## src/rtl/pipe_issue_ctrl.sv

```systemverilog
// pipe_issue_ctrl
// Register scoreboard and issue control for the decode -> execute boundary.
// Each architectural register r1..r31 has a 3-bit countdown.
// The countdown is loaded with WB_LAT when an instruction that writes the
// register issues. The register is pending while its countdown is nonzero.
// A decode instruction that reads a pending register stalls. Otherwise it
// issues in the same cycle it is presented.
//
// Parameters
//   WB_LAT  cycles from issue until the written register is readable (1..7)
//   CNT_W   width of the saturating performance counters
// Ports
//   clk, rst          single clock, synchronous active-high reset
//   id_valid          decode stage holds an instruction
//   id_op             decoded opcode, 2'b11 = no register write
//   id_rs1, id_rs2    source register indices
//   id_rd             destination register index
//   flush             discard the decode-stage instruction this cycle
//   stall             hold fetch/decode (combinational)
//   id_accept         decode instruction issues this cycle (combinational)
//   ex_valid/op/rd    registered issue slot to the execute stage
//   pending           bit n set while register n has an outstanding write
//   issue_cnt         saturating count of issued instructions
//   stall_cnt         saturating count of stall cycles
module pipe_issue_ctrl #(
  parameter int WB_LAT = 3,
  parameter int CNT_W  = 16
) (
  input  logic             clk,
  input  logic             rst,
  input  logic             id_valid,
  input  logic [1:0]       id_op,
  input  logic [4:0]       id_rs1,
  input  logic [4:0]       id_rs2,
  input  logic [4:0]       id_rd,
  input  logic             flush,
  output logic             stall,
  output logic             id_accept,
  output logic             ex_valid,
  output logic [1:0]       ex_op,
  output logic [4:0]       ex_rd,
  output logic [31:0]      pending,
  output logic [CNT_W-1:0] issue_cnt,
  output logic [CNT_W-1:0] stall_cnt
);

  localparam logic [2:0] LAT = 3'(WB_LAT);

  // Countdown per register; r0 has none and is never pending.
  logic [2:0] wb_cnt [1:31];
  logic       hazard;
  logic       writes_rd;

  function automatic logic [CNT_W-1:0] sat_inc(input logic [CNT_W-1:0] v);
    return (&v) ? v : v + CNT_W'(1);
  endfunction

  always_comb begin
    pending = '0;
    for (int n = 1; n < 32; n++) begin
      pending[n] = (wb_cnt[n] != 3'd0);
    end
  end

  // The hazard uses the pre-issue scoreboard only. This covers a source
  // that names the instruction's own destination, and a counter at 1
  // that is in its final cycle.
  assign hazard    = id_valid && (pending[id_rs1] || pending[id_rs2]);
  assign stall     = !rst && hazard && !flush;
  assign id_accept = !rst && id_valid && !hazard && !flush;
  assign writes_rd = id_accept && (id_op != 2'b11) && (id_rd != 5'd0);

  // Decode/issue -> execute slot and scoreboard update
  always_ff @(posedge clk) begin
    if (rst) begin
      for (int n = 1; n < 32; n++) begin
        wb_cnt[n] <= 3'd0;
      end
      ex_valid  <= 1'b0;
      ex_op     <= 2'b00;
      ex_rd     <= 5'd0;
      issue_cnt <= '0;
      stall_cnt <= '0;
    end else begin
      for (int n = 1; n < 32; n++) begin
        // A load takes priority over the decrement, so a WAW write
        // restarts the countdown at WB_LAT.
        if (writes_rd && (id_rd == 5'(n))) begin
          wb_cnt[n] <= LAT;
        end else if (wb_cnt[n] != 3'd0) begin
          wb_cnt[n] <= wb_cnt[n] - 3'd1;
        end
      end
      ex_valid <= id_accept;
      if (id_accept) begin
        ex_op <= id_op;
        ex_rd <= id_rd;
      end
      if (id_accept) begin
        issue_cnt <= sat_inc(issue_cnt);
      end
      if (stall) begin
        stall_cnt <= sat_inc(stall_cnt);
      end
    end
  end

endmodule

```

## config.mk

```make
export PLATFORM = sky130hd
export DESIGN_NAME = pipe_issue_ctrl
export DESIGN_NICKNAME = d
export VERILOG_FILES = /design/src/rtl/pipe_issue_ctrl.sv
export SDC_FILE = /design/constraint.sdc
export NUM_CORES = 1
export LEC_CHECK = 0
export ABC_AREA = 1
export BUFFER_PORTS_ARGS = -buffer_cell sky130_fd_sc_hd__buf_2
export CORE_MARGIN = 2
export CORE_UTILIZATION = 35
export CTS_CLUSTER_DIAMETER = 50
export DETAILED_ROUTE_END_ITERATION = 7
export GPL_TIMING_DRIVEN = 0
export PLACE_DENSITY = 0.63
export SLEW_MARGIN = 20
export SYNTH_ARGS = -nofsm -noshare
export SYNTH_HDL_FRONTEND = slang
export SYNTH_SLANG_ARGS = --single-unit
export TNS_END_PERCENT = 20
```

## constraint.sdc

```tcl
create_clock -name clk -period 2.4 [get_ports clk]
set_clock_uncertainty 0.05 [all_clocks]
set_input_delay 0.36 -clock clk [delete_from_list [all_inputs] [get_ports clk]]
set_output_delay 0.36 -clock clk [all_outputs]
set_load 0.01 [all_outputs]
```

==> results list, run 1 <==
* I/O pins: 95
- Via count of the first global-routing pass: 7926
- For this configuration, the core starts out at a cell density of 0.354.
- Slew at the pin with the worst max-slew slack: 1.10 ns
* Peak VDD IR: 0.000619 V
- For this run, asynchronously set or reset flops after synthesis account for 0.
- Leaving out fill and tap cells, the most frequent cell in the layout is nand2_1.
- The cell area that synthesis handed to floorplanning was 9150 sq um.
- In this run the worst path has a maximum fanout of 4.
- Number of nets at the end of the flow: 1333
- Top sig layer: met4
- The endpoint identified for the worst register-to-register timing path is wb_cnt[0][38].
* Internal power contribution: 8.28 mW
* Multi-input gate area: 5700 sq um
* Area growth from synthesis to layout: 35.2%
- Summed over all nets, the half-perimeter wirelength after detailed placement is 18.4 mm.
* Mapped Avg Cell Area: 8.66 sq um
- Across all register-to-register paths, the minimum setup slack is -0.12 ns.
- CTS built an H-tree with a depth of 4.
- For this run, design rule violations remaining after detail routing come to 0.
* Die area: 27500 sq um
* CP arrival: 2.11 ns
* Max Freq: 0.396 GHz
- Final hold analysis gives a worst-case slack of 0.0980 ns.
* Class of the most critical hold timing path: in -> reg
- The congestion estimate from routability-driven global placement came to 0.884.
- The first global-routing pass estimated 41.6 mm of wire.
- Die Width: 166 um
* Max Cap Viol: 0
- Across every metal layer, demand over resource in global routing totals 0.188.
* Number of antenna repair diodes: 0
- Largest buffer count on any clock path: 2
- The share of the Yosys chip area taken by registers is 0.393.
* Count of flip-flops with a built-in enable after synthesis: 93
- Synthesis produced a netlist with a net count of 1142.
- Summing all flip-flop and latch instances after layout gives 3590 sq um.
* P_leak: 5.12 nW
* Hold-fix buffers at CTS: 0
- Setup repair after global routing missed its margin: true
- Share of total power in combinational logic: 0.515
- Clock-pin slew was measured on the worst setup and hold paths at 0.06 ns.
* Core area: 25800 sq um
* Total routed wire length on the met1 layer: 11.2 mm
- Category of the worst setup path launch point: flip-flop
* Number of iterations in the first detailed-routing pass: 7
* Setup crit end: stall
- Violation count after the first detailed-routing iteration: 444
* Post-route cell area: 12400 sq um
- The final-report max-slew violation count came to 0.
- TritonCTS clock tree: yes
- Std-Cell Rows: 59
- Switching part of the total: 0.395
* Timing startpoint of the critical path: wb_cnt[0][60]
- STA classifies the critical path endpoint as an output pin.
* Cell at the root of the clock tree: clkbuf_16
- The clock reaches the later pin of the worst-skew pair after 0.44 ns.
* Filler instances: 2419
- The routed layout has 8140 vias.
- During synthesis, Yosys emitted a total of 0 warnings.
- Worst slack at placement: -0.334 ns
- Post-DR wirelength/cell: 16.6 um
* Failing checks: negative setup slack
* Most used cells in the layout excluding fill and tap cells: 121 x nand2_1, 115 x inv_1, 100 x buf_2, 93 x nand3_1, 93 x edfxtp_1
- Once layout is complete, the utilization of the core stands at 0.479.
- The worst register-to-register path begins at wb_cnt[0][60].
- Buffers inserted during clock tree synthesis total 17.
* Final Routed Wirelength: 26.5 mm
- Slew headroom: 0.264
- Final worst setup slack: -0.125 ns
- Synthesis produced 1057 cells.
* Number of register bits inferred by synthesis: 133
- The number of antenna violations at the first check in global routing is 0.
* Count of port buffers added during placement: 89
- The routed design uses 12.9 mm of met2 wire.
* Hold-critical path depth: 3
* Ratio of cells with drive above 1 in the final layout: 0.374
- Most instantiated flip-flop cell in the synthesis netlist: edfxtp_1
* Routed wl met3: 1.47 mm
- Req. time, crit path: 1.99 ns
- Summed over all layers, the global routing overflow is 0.
- Maximum number of pins on one net before global-route repair: 17
- The flow ran to the end, but the final reports show violations.
- Worst Reg2Reg Path Length in Cells: 17
- The count of final hold-check violations came to 0.
* Per-cell via count in the routed design: 5.10
- For this design the ratio of total power to cell area is 1110 nW/um^2.
- The analysis attributes to net switching a power of 5.40 mW.
* Total clock sinks: 133
* Part of the power in the clock network: 0.202
- Of the total power, registers draw 0.282.
* Setup violation total in the final timing report: 82
* Classification of the worst setup path: reg -> out
- Of the available clock period, the critical path in the final layout requires 1.05.
* Placed cell areas: 10000 sq um
- Number of distinct standard cells referenced by the synthesized netlist: 30
* Shortest period the worst path allows: 2.52 ns
- Die height: 166 um
* DRT antenna net count: 0
[synthesized netlist by cell type, types with 5 or more instances]
master	number	area [sq um]
a21oi_1	39	195
buf_2	17	85.1
clkbuf_1	21	78.8
dfxtp_1	40	801
edfxtp_1	93	2790
ha_1	64	801
inv_1	157	589
inv_2	5	18.8
nand2_1	164	616
nand3_1	157	786
nand4_1	18	113
nand4_4	30	638
nor2_1	85	319
nor3_1	16	80.1
o31ai_1	62	465
xnor2_1	46	403
xor2_1	13	114
[cell type report]
class | instances | share of cell area
Buffer | 46 | 0.0216
Clock buffer | 22 | 0.0445
Clock inverter | 10 | 0.00607
Inverter | 162 | 0.0492
Multi-Input combinational cell | 714 | 0.460
Sequential cell | 133 | 0.291
Tap cell | 335 | 0.0339
Timing Repair Buffer | 174 | 0.0938
[power by group through the flow]
stage / clock network (mW) / logic [mW] / registers [mW]
3_5_place_dp: 0 / 4.76 / 3.86
2_1_floorplan: 0 / 3.44 / 3.77
4_1_cts: 2.79 / 6.31 / 3.84
6_report: 2.77 / 7.05 / 3.86
3_3_place_gp: 0 / 4.63 / 3.82
5_1_grt: 2.88 / 7.78 / 3.94
[per-stage QoR]
step	setup TNS (ns)	std cells	total power, mW
after floorplan	0	1057	7.21
after global placement	-31.98	1481	8.45
after detailed placement	-41.02	1481	8.62
after CTS	-2.93	1574	12.9
after global routing	-21.41	1596	14.6
final	-3.05	1596	13.7
[state kept, by name, indices dropped and copies added, names as in the netlist]
name       cells
issue_cnt     16
stall_cnt     16
ex_rd          5
wb_cnt        93
ex_op          2
ex_valid       1
[cell families (layout without fill, tap and decap cells)]
family                   Yosys count  in the layout  synth area share
AO/OA/AOI/OAI                    107            107            0.0755
adder cells (fa/ha/maj)           64             64            0.0875
other                              1              1          0.000410
XOR/XNOR                          59             59            0.0565
buffers and inverters            210            414            0.0954
flip-flops                       133            133             0.393
AND/OR/NAND/NOR                  483            483             0.292
[worst min-delay path by stage]
stage / startpoint / endpoint / slack [ns]
final: id_op[1] / ex_op[1] / 0.1
after floorplan: id_op[0] / ex_op[0] / 0.42
after global routing: id_op[1] / ex_op[1] / 0.09
after CTS: id_op[1] / ex_op[1] / 0.08
after global placement: ex_rd[4] / ex_rd[4] / 0.40
after detailed placement: ex_op[1] / ex_op[1] / 0.41
[routing by layer]
metal / up-vias / global-route usage
li1: 3973 / -
met2: 250 / 0.322
met3: 61 / 0.0356
met1: 3856 / 0.233
met4: 0 / 0.0786
met5: - / 0
[what timing repair did]
item                                    in CTS  in global routing
gates cloned                                 1                  2
pin swaps                                   40                 39
endpoints found under the setup margin     221                216
resized for setup                          162                121
setup buffers                               60                 22
[critical path, stage by stage, from the launching register on]
cell	delay, ns
edfxtp_1	0.40
inv_2	0.10
ha_4	0.13
nand2_4	0.06
nand2_2	0.05
nand2_1	0.05
nor2_1	0.12
nand2_1	0.07
nand3_2	0.09
nand2_1	0.06
nand2_1	0.07
nand2_2	0.09
nor2_8	0.18
nor2_4	0.07
buf_6	0.13
No activity file was read; power rests on OpenSTA's default activity.
==> run 2, diff against run 1 <==
ABC_AREA = unset   (was 1)
==> run 2 against run 1 <==
  * The run still ends with negative setup slack left
  * Count of clock-buffer cells in the layout grew 5
  * Via count shrank 4.4%
  * Non-clock buffer count shrank 19
  * Cell count shrank 11%
  * Sequential share of layout area grew 2.5 points
  * Utilization shrank 0.98 points
  * First-iteration DRC count grew 67%
  * Setup slack lost 0.55 ns
  * Synthesized area shrank 5.3%
  * Combinational power shrank 12%
  * Worst hold slack gained 0.078 ns
  * Largest power group unchanged
==> results list, run 2 <==
- The flow ran to the end, but the final reports show violations.
* Failing checks: negative setup slack
- I/O pins: 95
- Across the whole layout, storage elements account for 3590 sq um.
- Clock Latency Late Sink: 0.43 ns
- Max Cap Viol: 0
- Classification of the worst setup path: reg -> out
- Entering global routing, the biggest net connects 17 pins.
- Area growth from synthesis to layout: 31.6%
* Total routed wire length on the met1 layer: 11.4 mm
- The worst pin sits at a relative slew slack of 0.213.
- Of the synthesized area, sequential elements account for 0.415.
- After legalization and detailed placement, the total HPWL measured 19.3 mm.
- Post-DR wirelength/cell: 19.3 um
* Max Transition Viols Final: 0
- Number of distinct standard cells referenced by the synthesized netlist: 62
- Std-Cell Rows: 57
- Summed over all nets, wire length on met3 after detailed routing comes to 2.41 mm.
- Post-synthesis instance total: 910
- Top sig layer: met4
- P_leak: 4.67 nW
* Slew at the pin with the worst max-slew slack: 1.17 ns
* Final worst setup slack: -0.676 ns
- From bottom edge to top edge, the die measures 161 um.
- The first global-routing pass estimated 41.1 mm of wire.
- The total overflow left after global routing is 0.
- All-layer global routing usage: 0.205
- After clock tree synthesis, the clock-pin slew on the worst setup and hold paths is 0.06 ns.
* Number of nets at the end of the flow: 1160
- Counting the buffers created by CTS gives 17.
- Summing every instance area after synthesis gives 8660 sq um.
- Leading cell type in the layout, fill and taps excluded: edfxtp_1
- In the synthesized netlist the async set-or-reset flop fraction comes to 0.
- Met2 routed wirelength: 13.1 mm
- The synthesized design contains 133 register bits.
- Total clock sinks: 133
- At the worst endpoint, the arrival time is 2.67 ns.
* Biggest register: wb_cnt
- Max H-tree Level: 4
- Biggest area consumer among synthesized cells: edfxtp_1
- For this run, the number of standard cells in the final layout without fillers is 1414.
- Most numerous cell in the Yosys netlist: inv_1
- From left edge to right edge, the die measures 161 um.
- Counting the fill cells in the layout gives 2274.
- Most used cells in the layout excluding fill and tap cells: 93 x edfxtp_1, 88 x inv_1, 87 x buf_2, 52 x ha_1
* Count of warnings emitted by yosys: 0
- Total instance count after detailed placement: 1321
* Count of flip-flops with a built-in enable after synthesis: 93
- The tree is rooted in a clkbuf_16.
* Peak VDD IR: 0.000605 V
- Starting density of the core: 0.356
- In this run the remaining antenna-violating nets after routing total 0.
* Largest fanout on the critical path: 3
- Largest buffer count on any clock path: 2
* Min-delay src: id_rd[2]
* R2r startpoint: wb_cnt[0][93]
- Placer's final routability congestion estimate: 0.888
- Largest registers: wb_cnt: 93 flops, issue_cnt: 16 flops, stall_cnt: 16 flops
- The worst setup path is captured at an output pin.
- Sorting the synthesized cells by how often they occur yields 98 x inv_1, 93 x edfxtp_1, 64 x ha_1.
- Nets in the synthesized netlist: 995
* Class of the most critical hold timing path: in -> reg
- Detailed-route via count: 7782
- In the final layout, the share of cells above drive strength 1 is 0.319.
* Multi-input gate area: 5050 sq um
* Synth top area cells: edfxtp_1 32%, dfxtp_1 9.2%, ha_1 9.2%
- Mapped Avg Cell Area: 9.52 sq um
- The register with the most flip-flops in the layout has 93 of them.
- Most instantiated flip-flop cell in the synthesis netlist: edfxtp_1
- Number of hold violations in the final report: 0
- Violation count after the first detailed-routing iteration: 742
- Shortest period the worst path allows: 3.08 ns
- TritonCTS built the clock tree.
- The number of antenna violations at the first check in global routing is 2.
- Setup repair after global routing missed its margin: true
- Cell area power density: 1120 nW/um^2
* Per-cell via count in the routed design: 5.50
- The most critical setup path has its startpoint at wb_cnt[0][60].
- Via count of the first global-routing pass: 7491
- Count of port buffers added during placement: 87
* Tot Pwr: 12.7 mW
- The number of hold buffers added after CTS was 0.
- Of the post-synthesis cell area, the dominant cell type holds 0.322.
* Fin crit share: 1.28
- Category of the worst setup path launch point: flip-flop
- Die area: 26000 sq um
* Core area: 24300 sq um
- Before antenna repair, the detailed router went through 8 iterations.
- Max Freq: 0.325 GHz
* DRC violation count after routing: 0
- The final layout contains routed wiring with a total length of 27.3 mm.
* Setup violation total in the final timing report: 228
- For the worst setup path, the data required time is 1.99 ns.
[run 2: cell count changes after synthesis, sizes merged, moves of 17 or more]
cell,previous run,this run
o21ai,6,36
o31ai,62,25
nand2,166,52
nand3,162,51
o22ai,0,24
nor2b,0,39
xnor2,46,3
a31o,0,20
inv,162,99
a31oi,0,17
nor3,16,39
nor2,88,43
nand4,48,12
[run 2: area by class of cell]
class / count / area share
multi-input combinational: 622 / 0.443
sequential: 133 / 0.315
timing repair buffer: 147 / 0.0844
clock buffer: 27 / 0.0500
buffer: 54 / 0.0361
tap: 324 / 0.0355
inverter: 100 / 0.0331
clock inverter: 5 / 0.00252
antenna: 2 / 0.000439
[run 2: repair_timing]
item                                    CTS  global route
resized for setup                       118            64
pin swaps                                32            13
cloned                                    0             1
endpoints found under the hold margin     0             0
buffers inserted                         36            23
endpoints found under the setup margin  228           228
[run 2: final timing paths]
kind	to	slack, ns	depth (start not counted)
setup / recovery	id_accept	-0.68	12
hold / removal	ex_rd[2]	0.18	3
setup reg to reg	stall_cnt[6]	-0.64	12
hold reg to reg	ex_rd[0]	0.41	2
[run 2: stage by stage]
step	TNS [ns]	instance area (sq um)	util	hold slack [ns]	setup slack, ns
final	-107.69	11400	0.469	0.176	-0.676
after global routing	-129.52	11400	0.469	0.189	-0.760
after CTS	-91.61	10900	0.449	0.167	-0.656
after detailed placement	-138.36	9640	0.396	0.408	-0.891
after global placement	-134.39	9640	0.396	0.402	-0.852
after floorplan	-27.25	8800	-	0.430	-0.231
[run 2: power by group]
part	total [mW]	leakage [nW]	switching (mW)	internal, mW
logic	6.18	3.01	3.31	2.87
registers	3.88	1.36	0.407	3.47
clock network	2.66	0.303	1.03	1.63
[run 2: critical path, cell delays in order (launching register included)]
cell and delay, ns:
edfxtp_1 0.40, inv_2 0.08, ha_2 0.16, nor2b_4 0.15, inv_2 0.04, mux2_4 0.25
o311a_1 0.30, a32oi_2 0.23, o211a_4 0.27, nand2_4 0.08, inv_4 0.07, buf_12 0.11
buf_6 0.09
[run 2: logic make-up after synthesis]
family                   after synthesis  share of synthesized area
flip-flops                           133                      0.415
XOR/XNOR                              13                     0.0131
multiplexers                          37                     0.0573
adder cells (fa/ha/maj)               64                     0.0924
AND/OR/NAND/NOR                      323                      0.200
other                                  1                   0.000433
AO/OA/AOI/OAI                        184                      0.147
buffers and inverters                155                     0.0747
[run 2: per-layer routing]
layer  vias up  track usage
met5         -            0
met2       337        0.331
met1      3744        0.267
met3        30       0.0532
met4         0       0.0710
li1       3671            -
==> run 3, diff against run 2 <==
--- a/config.mk
+++ b/config.mk
@@ -9,7 +9,9 @@
 export CORE_MARGIN = 2
 export CORE_UTILIZATION = 35
+export CTS_BUF_LIST = sky130_fd_sc_hd__clkbuf_8
 export CTS_CLUSTER_DIAMETER = 50
 export DETAILED_ROUTE_END_ITERATION = 7
 export GPL_TIMING_DRIVEN = 0
+export MAX_ROUTING_LAYER = met4
 export PLACE_DENSITY = 0.63
 export SLEW_MARGIN = 20
--- a/constraint.sdc
+++ b/constraint.sdc
@@ -3,3 +3,3 @@
 set_input_delay 0.36 -clock clk [delete_from_list [all_inputs] [get_ports clk]]
 set_output_delay 0.36 -clock clk [all_outputs]
-set_load 0.01 [all_outputs]
+set_load 0.05 [all_outputs]
==> run 3 against run 2 <==
  * Clock power fell by 28%
  * The run still ends with negative setup slack left
  * Sequential share of layout area rose by 0.96 points
  * Maximum frequency fell by 4.1%
  * Count of clock-buffer cells in the layout fell by 9
  * Critical endpoint unchanged
  * First-iteration DRC count fell by 24%
  * Final area fell by 3.0%
  * Largest cell class unchanged
  * Non-clock buffer count fell by 10
  * Die area did not move
  * Largest power group unchanged
  * Worst hold slack got worse by 0.046 ns
  * Setup slack got worse by 0.13 ns
==> results list, run 3 (synthesized netlist as in run 2, its figures left out) <==
- The run finished, with violations left.
- Failing checks: negative setup slack
- At the pin with the least slew margin, the transition time is 0.946 ns.
* CP arrival: 2.80 ns
- Max Transition Viols Final: 0
- In this run the tightest slew margin relative to its limit is 0.370.
* Detailed-route via count: 7708
- Starting density of the core: 0.356
* Per-cell via count in the routed design: 5.49
* Number of iterations in the first detailed-routing pass: 4
- Setup TNS Final: -117.56 ns
- Clock transition at path regs: 0.08 ns
* Util after Layout: 0.455
* Biggest register: wb_cnt
* Class of the most critical hold timing path: in -> reg
- Max Cap Viol: 0
- In the final routed layout, each cell accounts on average for 19.0 um.
- Prior to clock tree synthesis, the placed netlist has a worst setup slack of -1.07 ns.
* Detailed Place HPWL: 19.5 mm
* Filler instances: 2330
- The floorplan step defined a die boundary enclosing 26000 sq um.
- In this run, placement finished with an instance count of 1321.
- The congestion estimate from routability-driven global placement came to 0.854.
* Number of nets at the end of the flow: 1150
* Total clock sinks: 133
- Tot Pwr: 13.0 mW
- On the final layout, the worst hold slack is 0.130 ns.
- The number of global-route vias before repair was 7484.
- Dividing the final minimum period by the clock period gives 1.34.
- Largest buffer count on any clock path: 2
* DRT antenna net count: 0
* TritonCTS clock tree: yes
- The region available for standard cell placement spans 24300 sq um.
- Violation count after the first detailed-routing iteration: 562
- Category of the worst setup path launch point: flip-flop
- Cell at the root of the clock tree: clkbuf_8
- Ratio of cells with drive above 1 in the final layout: 0.304
- Setup violations remaining at the end of the flow were counted as 228.
- Dividing total power by cell area gives a power density of 1170 nW/um^2.
- The die is 161 um wide.
- Non-filler instance count after layout: 1404
- Number of hold violations in the final report: 0
* Leading cell type in the layout, fill and taps excluded: inv_1
- The H-tree generated during clock tree synthesis spans 4 levels.
- Max Freq: 0.312 GHz
* Clock Latency Late Sink: 0.46 ns
- Largest fanout on the critical path: 3
- Most used cells in the layout excluding fill and tap cells: 95 x inv_1, 93 x edfxtp_1, 87 x buf_2, 56 x ha_1, 51 x nand2_1
- Largest registers: wb_cnt: 93 flops, issue_cnt: 16 flops, stall_cnt: 16 flops
- Endpoint class of the critical path: output pin
* Req. time, crit path: 1.99 ns
- 95 I/O pins were placed.
* Maximum number of pins on one net before global-route repair: 17
- Die height: 161 um
* Area growth from synthesis to layout: 27.8%
- Setup repair after global routing could not meet its margin everywhere.
- Shortest period the worst path allows: 3.21 ns
- Final worst setup slack: -0.806 ns
* Remaining global-route overflow: 0
- The critical path is of the reg -> out type.
* Peak VDD IR: 0.000517 V
- Cts bufs inserted: 17
* Wire length of the first global-routing pass: 41.2 mm
- For this run, design rule violations remaining after detail routing come to 0.
- During placement, the flow inserted port buffers numbering 87.
- All-layer global routing usage: 0.211
- The number of antenna violations at the first check in global routing was 1.
- P_leak: 4.53 nW
- Summed over all layers, the routed wires come to 26.7 mm.
- After detailed placement, the total cell area comes to 9650 sq um.
- Max reg flops: 93
- After floorplanning, the core was divided into 57 placement rows.
* Post-route cell area: 11100 sq um
## run 3: changes by cell type in the layout (fill, tap and decap cells not counted), sizes merged
cell      previous run  this run
bufinv               0         2
inv                102       105
clkbuf              61        51
buf                167       158
clkinvlp             0         1
clkinv               3         6
## run 3: report_power, final
part	internal, mW	switching, mW
registers	3.47	0.394
clock network	0.944	0.976
logic	2.79	4.39
total	7.20	5.76
## run 3: final timing paths
kind	cells past startpoint	end	slack [ns]	startpoint
worst max-delay path	12	id_accept	-0.81	wb_cnt[0][60]
worst min-delay path	3	ex_rd[2]	0.13	id_rd[2]
worst max register to register	13	wb_cnt[0][83]	-0.69	wb_cnt[0][60]
worst min register to register	2	ex_op[1]	0.43	ex_op[1]
## run 3: metal layers
layer / vias to the layer above / part of all wire / track usage
li1: 3648 / - / -
met1: 3788 / 0.44 / 0.282
met2: 251 / 0.48 / 0.335
met3: 21 / 0.067 / 0.0398
met4: 0 / 0.0087 / 0.0471
met5: - / 0 / -
## run 3: critical path: stages (launching register included)
cell and delay [ns]:
edfxtp_1 0.41, inv_2 0.10, ha_4 0.13, nor2b_4 0.17
clkinvlp_4 0.11, mux2_4 0.25, o311a_1 0.29, a32oi_2 0.21
o211a_4 0.27, nand2_4 0.08, inv_4 0.06, buf_8 0.11
buf_8 0.14
## run 3: final cells by class
class / instances / area, sq um / share of cell area
Antenna cell: 2 / 5.00 / 0.000452
Buffer: 55 / 418 / 0.0378
Clock buffer: 18 / 248 / 0.0224
Clock inverter: 14 / 135 / 0.0122
Inverter: 100 / 382 / 0.0345
Multi-Input combinational cell: 622 / 5030 / 0.454
Sequential cell: 133 / 3590 / 0.325
Tap cell: 324 / 405 / 0.0366
Timing Repair Buffer: 136 / 855 / 0.0772
## run 3: timing repair
| action | 4_1_cts | 5_1_grt |
|---|---|---|
| hold buffers | 0 | 0 |
| pin swaps | 21 | 13 |
| cloned | 0 | 0 |
| setup buffers | 32 | 17 |
| endpoints found under the setup margin | 229 | 228 |
| resized for setup | 118 | 45 |
